`src/rtl/mult_stream_pkg.sv`:
```
// Shared types, defaults and width helper for the streaming multiplier.
package mult_stream_pkg;

    typedef enum logic {
        MODE_UNSIGNED = 1'b0,
        MODE_SIGNED   = 1'b1
    } mode_e;

    localparam int DEF_OPW       = 8;
    localparam int DEF_IN_DEPTH  = 16;
    localparam int DEF_OUT_DEPTH = 16;
    localparam int DEF_MULT_LAT  = 2;

    function automatic int clog2(input int value);
        int r;
        r = 0;
        while ((1 << r) < value) r++;
        return r;
    endfunction

endpackage

```
`src/rtl/sync_fifo_p.sv`:
```
// Synchronous FIFO with registered read data/valid, count-derived FULL/EMPTY
// and sticky overrun/underrun flags.
module sync_fifo_p
    import mult_stream_pkg::*;
#(
    parameter int WIDTH = 8,
    parameter int DEPTH = 16,
    localparam int CW = clog2(DEPTH + 1)
) (
    input  logic             i_clk,
    input  logic             i_rst_n,
    input  logic             i_wr,
    input  logic [WIDTH-1:0] i_din,
    output logic             o_full,
    input  logic             i_rd,
    output logic [WIDTH-1:0] o_dout,
    output logic             o_valid,
    output logic             o_empty,
    output logic [CW-1:0]    o_count,
    output logic             o_over,
    output logic             o_under,
    input  logic             i_err_clr
);

    localparam int AW = clog2(DEPTH);

    logic [WIDTH-1:0] r_mem [DEPTH];
    logic [AW-1:0]    r_wptr;
    logic [AW-1:0]    r_rptr;
    logic [CW-1:0]    r_count;
    logic [WIDTH-1:0] r_dout;
    logic             r_valid;
    logic             r_over;
    logic             r_under;
    logic             w_push;
    logic             w_pop;

    // Status comes only from the registered count, so a write into a full
    // FIFO is dropped even when a pop happens in the same cycle.
    assign o_full  = (r_count == CW'(DEPTH));
    assign o_empty = (r_count == '0);
    assign w_push  = i_wr & ~o_full;
    assign w_pop   = i_rd & ~o_empty;

    assign o_count = r_count;
    assign o_dout  = r_dout;
    assign o_valid = r_valid;
    assign o_over  = r_over;
    assign o_under = r_under;

    always_ff @(posedge i_clk) begin
        if (w_push) r_mem[r_wptr] <= i_din;
    end

    always_ff @(posedge i_clk or negedge i_rst_n) begin
        if (!i_rst_n) begin
            r_wptr  <= '0;
            r_rptr  <= '0;
            r_count <= '0;
            r_dout  <= '0;
            r_valid <= 1'b0;
            r_over  <= 1'b0;
            r_under <= 1'b0;
        end else begin
            r_valid <= w_pop;
            if (w_push) r_wptr <= r_wptr + AW'(1);
            if (w_pop) begin
                r_rptr <= r_rptr + AW'(1);
                r_dout <= r_mem[r_rptr];
            end
            case ({w_push, w_pop})
                2'b10:   r_count <= r_count + CW'(1);
                2'b01:   r_count <= r_count - CW'(1);
                default: r_count <= r_count;
            endcase
            // A fresh error outranks a clear in the same cycle.
            if (i_wr && o_full)      r_over <= 1'b1;
            else if (i_err_clr)      r_over <= 1'b0;
            if (i_rd && o_empty)     r_under <= 1'b1;
            else if (i_err_clr)      r_under <= 1'b0;
        end
    end

endmodule

```
`src/rtl/mult_stream_pipe.sv`:
```
// Streaming multiplier: input FIFO -> MULT_LAT-stage multiplier -> output FIFO,
// with credit-gated popping so the output FIFO can never overflow.
module mult_stream_pipe
    import mult_stream_pkg::*;
#(
    parameter int OPW       = DEF_OPW,
    parameter int IN_DEPTH  = DEF_IN_DEPTH,
    parameter int OUT_DEPTH = DEF_OUT_DEPTH,
    parameter int MULT_LAT  = DEF_MULT_LAT
) (
    input  logic             i_clk,
    input  logic             i_rst_n,
    input  logic [2*OPW-1:0] i_din,
    input  logic             i_mode,
    input  logic             i_wr,
    output logic             o_full,
    input  logic             i_rd,
    output logic [2*OPW-1:0] o_dout,
    output logic             o_valid,
    output logic             o_empty,
    output logic             o_over,
    output logic             o_under,
    input  logic             i_err_clr
);

    localparam int DW  = 2 * OPW;
    localparam int ICW = clog2(IN_DEPTH + 1);
    localparam int OCW = clog2(OUT_DEPTH + 1);
    localparam int SCW = clog2(OUT_DEPTH + MULT_LAT + 2);

    logic [DW:0]      w_s0_word;
    logic             w_s0_vld;
    logic             w_in_empty;
    logic [ICW-1:0]   w_in_count;
    logic             w_in_under;
    logic             w_pop;

    logic [OPW-1:0]   w_s0_a;
    logic [OPW-1:0]   w_s0_b;
    logic [DW-1:0]    w_a_ext;
    logic [DW-1:0]    w_b_ext;
    logic [DW-1:0]    w_prod;

    logic [MULT_LAT-1:0] r_pvld;
    logic [DW-1:0]       r_pdat [MULT_LAT];

    logic [SCW-1:0]   w_inflight;
    logic             w_credit_ok;
    logic [OCW-1:0]   w_out_count;
    logic             w_out_full;
    logic             w_out_over;
    logic             w_unused;

    sync_fifo_p #(
        .WIDTH (DW + 1),
        .DEPTH (IN_DEPTH)
    ) u_in_fifo (
        .i_clk     (i_clk),
        .i_rst_n   (i_rst_n),
        .i_wr      (i_wr),
        .i_din     ({i_mode, i_din}),
        .o_full    (o_full),
        .i_rd      (w_pop),
        .o_dout    (w_s0_word),
        .o_valid   (w_s0_vld),
        .o_empty   (w_in_empty),
        .o_count   (w_in_count),
        .o_over    (o_over),
        .o_under   (w_in_under),
        .i_err_clr (i_err_clr)
    );

    // Every word already in flight holds a reserved output slot.
    always_comb begin
        w_inflight = SCW'(w_s0_vld);
        for (int k = 0; k < MULT_LAT; k++) begin
            w_inflight = w_inflight + SCW'(r_pvld[k]);
        end
    end

    assign w_credit_ok = (SCW'(w_out_count) + w_inflight) < SCW'(OUT_DEPTH);
    assign w_pop       = ~w_in_empty & w_credit_ok;

    assign w_s0_a  = w_s0_word[DW-1:OPW];
    assign w_s0_b  = w_s0_word[OPW-1:0];
    // Extending to full width makes one modular multiply serve both modes.
    assign w_a_ext = (w_s0_word[DW] == MODE_SIGNED) ? {{OPW{w_s0_a[OPW-1]}}, w_s0_a}
                                                    : {{OPW{1'b0}}, w_s0_a};
    assign w_b_ext = (w_s0_word[DW] == MODE_SIGNED) ? {{OPW{w_s0_b[OPW-1]}}, w_s0_b}
                                                    : {{OPW{1'b0}}, w_s0_b};
    assign w_prod  = w_a_ext * w_b_ext;

    always_ff @(posedge i_clk or negedge i_rst_n) begin
        if (!i_rst_n) begin
            r_pvld <= '0;
            for (int k = 0; k < MULT_LAT; k++) r_pdat[k] <= '0;
        end else begin
            r_pvld[0] <= w_s0_vld;
            r_pdat[0] <= w_prod;
            for (int k = 1; k < MULT_LAT; k++) begin
                r_pvld[k] <= r_pvld[k-1];
                r_pdat[k] <= r_pdat[k-1];
            end
        end
    end

    sync_fifo_p #(
        .WIDTH (DW),
        .DEPTH (OUT_DEPTH)
    ) u_out_fifo (
        .i_clk     (i_clk),
        .i_rst_n   (i_rst_n),
        .i_wr      (r_pvld[MULT_LAT-1]),
        .i_din     (r_pdat[MULT_LAT-1]),
        .o_full    (w_out_full),
        .i_rd      (i_rd),
        .o_dout    (o_dout),
        .o_valid   (o_valid),
        .o_empty   (o_empty),
        .o_count   (w_out_count),
        .o_over    (w_out_over),
        .o_under   (o_under),
        .i_err_clr (i_err_clr)
    );

    // Input underrun and output overrun cannot occur thanks to the pop gating.
    assign w_unused = ^{w_in_count, w_in_under, w_out_full, w_out_over};

endmodule

```
`config.mk`:
```
export PLATFORM = sky130hd
export DESIGN_NAME = mult_stream_pipe
export DESIGN_NICKNAME = d
export VERILOG_FILES = /design/src/rtl/mult_stream_pkg.sv /design/src/rtl/sync_fifo_p.sv /design/src/rtl/mult_stream_pipe.sv
export SDC_FILE = /design/constraint.sdc
export NUM_CORES = 1
export LEC_CHECK = 0
export CAP_MARGIN = 20
export CORE_MARGIN = 3
export CORE_UTILIZATION = 45
export DETAILED_ROUTE_END_ITERATION = 8
export PLACE_DENSITY = 0.71
export SLEW_MARGIN = 20
export SYNTH_ARGS = -nofsm -noshare
export SYNTH_HDL_FRONTEND = slang
export SYNTH_SLANG_ARGS = --single-unit
export TNS_END_PERCENT = 1
```
`constraint.sdc`:
```
create_clock -name i_clk -period 5.8 [get_ports i_clk]
set_clock_uncertainty 0.05 [all_clocks]
set_input_delay 0.87 -clock i_clk [delete_from_list [all_inputs] [get_ports i_clk]]
set_output_delay 0.87 -clock i_clk [all_outputs]
set_load 0.005 [all_outputs]
```
# Word level (Yosys, flattened, before mapping)
# Memory sizes are Yosys's and may differ from the RTL's. A register that Yosys moved wholly into a read port is not among the register bits.
# Index checks and enable logic that the tools add are counted.
op_classes:
  n_addsub: 11
  n_mul: 1
  div: 0
  n_lt_le_gt_ge: 1
  n_eq_ne: 6
  shifts: 0
  muxes: 11
  bitwise: 9
  n_reduce_logical: 10
ops:
  columns: ["cell", "count"]
  rows:
  - ["16-bit two-way mux", 2]
  - ["5-bit one-hot mux with 2 select lines", 2]
  - ["4-bit by 1-bit adder with 4-bit output, second input constant", 4]
  - ["16-bit by 16-bit multiplier with 16-bit output", 1]
  - ["5-bit by 1-bit adder with 5-bit output, second input constant", 2]
  - ["5-bit == test, second input constant", 2]
  - ["5-bit logical NOT", 2]
  - ["5-bit by 1-bit subtractor with 5-bit output, second input constant", 2]
  - ["2-bit nonzero test", 4]
  - ["1-bit two-way mux", 7]
  - ["5-bit by 3-bit adder with 5-bit output", 1]
  - ["1-bit AND", 5]
  - ["5-bit < comparator, second input constant", 1]
  - ["2-bit by 1-bit == test with 1-bit output, second input constant", 2]
  - ["2-bit == test, second input constant", 2]
  - ["1-bit inverter", 4]
  - ["2-bit by 1-bit adder with 3-bit output", 1]
  - ["1-bit by 1-bit adder with 2-bit output", 1]
  - ["1-bit logical AND", 2]
  - ["1-bit logical NOT", 2]
word_totals:
  regBits: 64
  latch_bits: 0
  mem_bits_rw: 528
  mem_bits_ro: 0
  inputBits: 22
  out_inout_bits: 21
  n_memories: 2
memory_table:
  columns: ["name", "words", "width", "read_ports", "rd_ports_with_merged_regs", "write_ports", "line", "rtl"]
  rows:
  - ["u_in_fifo.r_mem", 16, 17, 1, 1, 1, "sync_fifo_p.sv:27", "logic [WIDTH-1:0] r_mem [DEPTH];"]
  - ["u_out_fifo.r_mem", 16, 16, 1, 1, 1, "sync_fifo_p.sv:27", null]

# Logic depth before layout (Yosys ltp)
# Gate-level depths: netlist (run 1).
depth:
  ltp_word: 8
  mapped_depth: 23

# Cells and area by module
# Synthesis (run 1) repeated with hierarchy kept, for this count alone.
unflattened:
  cells_unflattened: 1558
  hier_area_um2: 28011.9
by_module_without_submodules:
  columns: ["mod", "n_inst", "cells_each", "area_each_um2"]
  rows:
  - ["sync_fifo_p (u_in_fifo)", 1, 560, 12052.8]
  - ["sync_fifo_p (u_out_fifo)", 1, 532, 11384.7]
  - ["mult_stream_pipe", 1, 466, 4574.4]

# Least setup slack after synthesis (run 1)
# Ideal clock, no wire load.
synth_timing:
  kind: "reg2reg"
  from: "register u_in_fifo.r_dout[15], in the netlist u_in_fifo.o_dout[15] (read register of u_in_fifo.r_mem)"
  to: "register r_pdat[31] in the netlist's numbering"
  setup_ns: 0.080
  arrival_time_ns: 5.136
  required_time_ns: 5.670
  path_slack_ns: 0.534
  stages_incl_launch_ff: 22
  path_cell_list: "dfrtp_1 > clkbuf_1 > and2_1 > fa_1 > inv_1 > fa_1 > inv_1 > fa_1 > inv_1 > fa_1 > inv_1 > fa_1 > inv_1 > fa_1 > inv_1 > ha_1 > o21a_1 > o21ai_0 > nand2b_1 > and3_1 > a221oi_1 > xnor2_1"
synth_via:
  elab_chain_cells: 2
synth_lines:
  columns: ["item", "line", "rtl"]
  rows:
  - ["start: declaration", "sync_fifo_p.sv:31", "logic [WIDTH-1:0] r_dout;"]
  - ["16-bit two-way mux", "mult_stream_pipe.sv:87", "assign w_a_ext = (w_s0_word[DW] == MODE_SIGNED) ? {{OPW{w_s0_a[OPW-1]}}, w_s0_a}"]
  - ["16-bit by 16-bit multiplier with 16-bit output", "mult_stream_pipe.sv:91", "assign w_prod = w_a_ext * w_b_ext;"]
  - ["net w_prod[15]", "mult_stream_pipe.sv:42", "logic [DW-1:0] w_prod;"]
  - ["end signal: indexed assignment", "mult_stream_pipe.sv:102", "r_pdat[k] <= r_pdat[k-1];"]
  - ["end: declaration", "mult_stream_pipe.sv:45", "logic [DW-1:0] r_pdat [MULT_LAT];"]
# The timed path passes the listed nets, and every way through them passes these cells.
# A chain may end at the register's enable or synchronous reset.

# Final worst setup path (run 1)
layout_timing:
  from: "register u_in_fifo.r_dout[16], in the netlist u_in_fifo.o_dout[16] (read register of u_in_fifo.r_mem)"
  to: "register r_pdat[31] in the netlist's numbering"
layout_via:
  elab_chain_cells: 2
  word_cells_on_any_way: 3
  cone_classes: "mul: 1; mux: 2"
layout_lines:
  columns: ["item", "line"]
  rows:
  - ["16-bit two-way mux, on equally long branches", "mult_stream_pipe.sv:87, mult_stream_pipe.sv:89"]
  - ["16-bit by 16-bit multiplier with 16-bit output (*)", "mult_stream_pipe.sv:91"]
  - ["net w_prod[15]", "mult_stream_pipe.sv:42"]
# The timed path passes the listed nets; every way through them passes the cells marked *.

==> results of run 1 <==
-- metrics by stage --
stage,instances,hold slack [ns]
finish,2396,0.07461
global route,2395,0.06400
detailed placement,2280,0.2847
CTS,2395,0.05309
global placement,2280,0.2849
floorplan,1483,0.2812
-- area by class of cell --
class / count / area [um2] / area share
sequential: 625 / 18290 / 0.5938
multi-input combinational: 661 / 8279 / 0.2687
clock buffer: 80 / 1700 / 0.05519
tap: 773 / 967.2 / 0.03139
timing repair buffer: 90 / 778.2 / 0.02526
inverter: 131 / 491.7 / 0.01596
clock inverter: 35 / 294.0 / 0.009544
antenna: 1 / 2.502 / 0.00008123
-- cell families (layout without fill, tap and decap cells) --
family / count (synthesis) / count (layout)
AOI/OAI and AO/OA: 53 / 53
xor gates and xnor gates: 59 / 59
adders and majority gates: 145 / 145
and+or+nand+nor: 219 / 219
muxes: 185 / 185
buffers and inverters: 197 / 336
other: 0 / 1
DFF: 625 / 625
-- synth_stat cells (3+ instances only) --
cell,instances,area [um2]
nand4_1,4,25.02
inv_1,131,491.7
buf_4,6,45.04
a21o_1,7,52.55
clkbuf_1,41,153.9
a21oi_1,19,95.09
o21bai_1,4,30.03
dfrtp_1,97,2427
mux2_2,18,202.7
and3_1,8,50.05
xnor2_1,42,367.9
nand2_1,90,337.8
nor2_1,35,131.4
nand2b_1,8,50.05
ha_1,74,925.9
buf_2,11,55.05
xor2_1,16,140.1
edfxtp_1,528,15860
and2_1,60,375.4
o21ai_0,11,55.05
mux4_2,161,3626
buf_1,5,18.77
nor3_1,9,45.04
mux4_1,4,105.1
fa_1,71,1421
buf_6,3,33.78
-- worst max-delay path: stages, from the launching register on --
cell      delay (ns)
dfrtp_2         0.47
and2_1          0.25
and2_1          0.17
ha_1            0.31
inv_1           0.13
fa_1            0.50
inv_1           0.05
fa_1            0.49
inv_1           0.05
fa_1            0.53
inv_1           0.05
fa_1            0.47
inv_1           0.05
fa_1            0.47
inv_1           0.04
ha_1            0.33
o21a_1          0.12
o21ai_0         0.16
nand2b_1        0.10
and3_1          0.18
a221oi_1        0.32
xnor2_1         0.16
-- layer usage --
metal	track usage	up-vias	share of wire
met2	0.3011	306	0.52
li1	-	5750	-
met1	0.2232	6778	0.41
met3	0.02809	72	0.048
met4	0.04285	4	0.019
met5	0	-	0.00046
-- path summary, 6_finish.rpt --
kind	startpoint	end
min	i_rst_n	u_out_fifo.o_dout[6]
max in group asynchronous	i_rst_n	u_in_fifo.r_rptr[0]
max	u_in_fifo.o_dout[16]	r_pdat[31]
min reg2reg	r_pdat[19]	r_pdat[3]
min in group i_clk	r_pdat[19]	r_pdat[3]
max reg2reg	u_in_fifo.o_dout[16]	r_pdat[31]
-- registers in the layout (all words and copies together) (netlist names), 5 cells and up --
signal,cells
u_in_fifo.o_count,5
u_out_fifo.o_count,5
u_in_fifo.r_mem,272
u_in_fifo.o_dout,17
u_out_fifo.r_mem,256
r_pdat,32
u_out_fifo.o_dout,16
-- what timing repair did --
action	in CTS	in global routing
setup endpoints to repair	0	1
buffers inserted	0	0
gates resized for setup	0	1
==> impl_metrics.toml, run 1 <==
[job]
cap_viol_max_count = 0

[floorplanning]
die-area_um2 = 63640
core_area_um2 = 59460
start_util = 0.4589
io_pins = 43
die_w_um = 252.3
dieHeight_um = 252.3
placementRows = 89

[logic_synthesis]
synth_xor_area_frac = 0.01944
synth_adder_area_share = 0.08601
yosys-mux-area-fraction = 0.1449
yosysWarnings = 0
synth_edf_count = 528
synth-compound-area-share = 0.01210
synth_ff_type = "edfxtp_1"
synth-async-reset-ratio = 0.1552
seq_area_frac_synth = 0.6699
syn_area_per_cell_um2 = 18.40
syn_nets = 1650
ys_ff_latch = 625
yosys.area_share.simple = 0.03838
synth_top_family_by_area = "multiplexers"
synthDistinctLibCells = 42
synth_area_um2 = 27290
syn-instance-count = 1483

[cts]
clk_path_buf_depth = 3
numClockSinks = 625
cts_buffers = 61
h-tree-depth = 2
clk_latency_ns = 0.62
cts_tree = "yes"
root_buffer = "clkbuf_16"
cts_hold_buf = 0
clk_pin_slew_ns = 0.07

[placement]
place_congestion = 0.8062
port_buffers = 42
dpl_cell_area_um2 = 28810
dpl.hpwl_um = 31610
post-place-ws_ns = 0.2761

[finish]
design_area_um2 = 30810
layout-drive-gt1-share = 0.2158
final_net_count = 1737
synthToLayoutAreaGrowth_pct = 12.89
final_util = 0.5181
layout_commonest_cell = "edfxtp_1"
nFillCells = 4665
final_cell_mix = "528 x edfxtp_1, 161 x mux4_2, 131 x inv_1, 92 x dfrtp_1, 90 x nand2_1"

[route]
ant_nets = 0
drt_iter0_drc = 917
routedWlPerCell_um = 21.90
vias = 12910
via_per_inst = 5.388
drcViolationCount = 0
drt_pre_antenna_iters = 6
drt_wl_total_um = 52460

[sta]
rsz0062_at_grt = "false"
setup_ws_ns = 0.2852
setup_violations = 0
report.final.slew_viol_count = 0
min_period_ns = 5.515
tightest_slew_ns = 1.126
slew_headroom = 0.2491
tns_ns = 0
hold_viol = 0
period_share = 0.9508
fmax_mhz = 181.3

[critical_path]
end_kind = "flop"
r2r_cells = 21
crit_arrival_ns = 6.01
cp.required_ns = 6.29
rrSetupSlack_ns = 0.29
cp_max_fo = 11
start_kind = "flop"
path_class = "reg2reg"

[hold_path]
hold_path_class = "in2async"

[grt]
gr-usage-all-layers = 0.1709
grt_overflow = 0
grt_pass1_wl_um = 82720
antenna_found_initial = 3
grt_max_degree = 67
first_global_vias = 13860

[outcome]
status = "finished clean"
Power of run 1 is left out: the tool's default activity adds up to more than one toggle a clock period on the data nets, which glitch-free logic cannot reach.
==> run 2, diff against run 1 <==
--- a/config.mk
+++ b/config.mk
@@ -6,6 +6,7 @@
 export NUM_CORES = 1
 export LEC_CHECK = 0
 export CAP_MARGIN = 20
+export CORE_ASPECT_RATIO = 2
 export CORE_MARGIN = 3
 export CORE_UTILIZATION = 45
 export DETAILED_ROUTE_END_ITERATION = 8
==> run 2 against run 1 <==
Against the previous run: routed wire length increased by 3.2%; utilization down 1.0 points; register-to-register slack is essentially flat; maximum frequency about the same; hold slack improved by 0.22 ns; first-iteration DRC count fell by 0.87%.
==> impl_metrics.toml, run 2 (synthesis results as in run 1) <==
[cts]
clk_path_buf_depth = 3
clk_latency_ns = 0.59
cts_hold_buf = 0
cts_tree = "yes"
numClockSinks = 625
h-tree-depth = 2
clk_pin_slew_ns = 0.07
root_buffer = "clkbuf_16"
cts_setup_buffers = 0
cts_resized = 0
cts_buffers = 52

[sta]
hold_ws_ns = 0.2937
tns_ns = 0
fmax_mhz = 181.2
setup_violations = 0
rsz0062_at_grt = "false"
tightest_slew_ns = 1.082
min_period_ns = 5.519
hold_viol = 0
slew_headroom = 0.2785
report.final.slew_viol_count = 0
setup_ws_ns = 0.2813
period_share = 0.9515

[route]
drt_wl_total_um = 54160
vias = 12960
drcViolationCount = 0
met3_wirelength_um = 1876
drt_iter0_drc = 909
top_layer_used = "met4"
met1_length_um = 18220
drt_pre_antenna_iters = 5
ant_nets = 0
via_per_inst = 5.452
met2_length_um = 32430
routedWlPerCell_um = 22.78

[finish]
reg.largest.list = "u_in_fifo.r_mem x272, u_out_fifo.r_mem x256, r_pdat x32"
final_net_count = 1727
antenna-diode-count = 0
layout-drive-gt1-share = 0.2095
synthToLayoutAreaGrowth_pct = 11.82
multi_input_area_um2 = 8319
largest_reg_flops = 272
final_cell_mix = "528 x edfxtp_1, 161 x mux4_2, 131 x inv_1, 93 x dfrtp_1, 90 x nand2_1"
seqCellArea_um2 = 18290
layout_commonest_cell = "edfxtp_1"
largest-register = "u_in_fifo.r_mem"
nFillCells = 4783

[floorplanning]
core_area_um2 = 60070
io_pins = 43
die_w_um = 180.1
die-area_um2 = 63810
start_util = 0.4543
placementRows = 127
dieHeight_um = 354.3

[critical_path]
r2r_cells = 21
critPathSlowestCell = "fa_1"
reg2reg_from = "u_in_fifo.o_dout[15]"
end_kind = "flop"
slowest_delay_ns = 0.54
cp.required_ns = 6.25
path_common_cell = "inv_1"
rrSetupSlack_ns = 0.28
critPathLaunch = "u_in_fifo.o_dout[15]"
cp_max_fo = 11
crit_chain = "and2_1 -> and2_1 -> ha_1 -> inv_1 -> fa_1 -> inv_1 -> fa_1 -> inv_1 -> fa_1 -> inv_1 -> fa_1 -> inv_1 -> fa_1 -> inv_1 -> ha_1 -> o21a_1 -> o21ai_0 -> nand2b_1 -> and3_1 -> a221oi_1 -> xnor2_1"
path_class = "reg2reg"
start_kind = "flop"
crit_arrival_ns = 5.97

[placement]
port_buffers = 42
dpl.hpwl_um = 34960
place_congestion = 0.8756
post-place-ws_ns = 0.2840

[grt]
antenna_found_initial = 0
grt_overflow = 0
grt_max_degree = 67
first_global_vias = 14120
grt_pass1_wl_um = 84280
gr-usage-all-layers = 0.1731

[outcome]
status = "finished clean"

[hold_path]
hold_path_class = "in2async"

[job]
cap_viol_max_count = 0
==> run 2: layout make-up <==
class	count	area share
Clock buffer	69	0.04609
Clock inverter	29	0.008733
Timing Repair Buffer	89	0.02526
Sequential cell	625	0.5994
Tap cell	774	0.03174
Multi-Input combinational cell	661	0.2726
Inverter	131	0.01611
==> run 2: path summary, 6_finish.rpt <==
path | end
max in group asynchronous | u_in_fifo.r_rptr[0]
min in group i_clk | r_pdat[0]
max | r_pdat[31]
min reg2reg | r_pdat[0]
min | u_out_fifo.o_dout[3]
max reg2reg | r_pdat[31]
==> run 2: per-layer routing <==
| metal | GRT usage | vias to the layer above |
|---|---|---|
| li1 | - | 5707 |
| met1 | 0.1831 | 6865 |
| met2 | 0.3508 | 294 |
| met4 | 0.05425 | 0 |
| met5 | 0 | - |
| met3 | 0.02102 | 98 |
==> run 2: through the flow <==
step	std cells	cell area, um2	util
final	2378	30520	0.5080
after global routing	2378	30520	0.5080
after CTS	2378	30520	0.5080
after detailed placement	2280	28840	0.4802
after global placement	2280	28840	0.4802
after floorplan	1483	27290	-
==> run 2: worst max-delay path: cells and delay by family, from the launching register on <==
kind                       cells  cell delay (ns)
buffers and inverters          6             0.38
xor gates and xnor gates       1             0.16
adders and majority gates      7             3.12
AOI/OAI and AO/OA              3             0.59
and+or+nand+nor                4             0.69
DFF                            1             0.46
Power of run 2 is left out for the same reason.
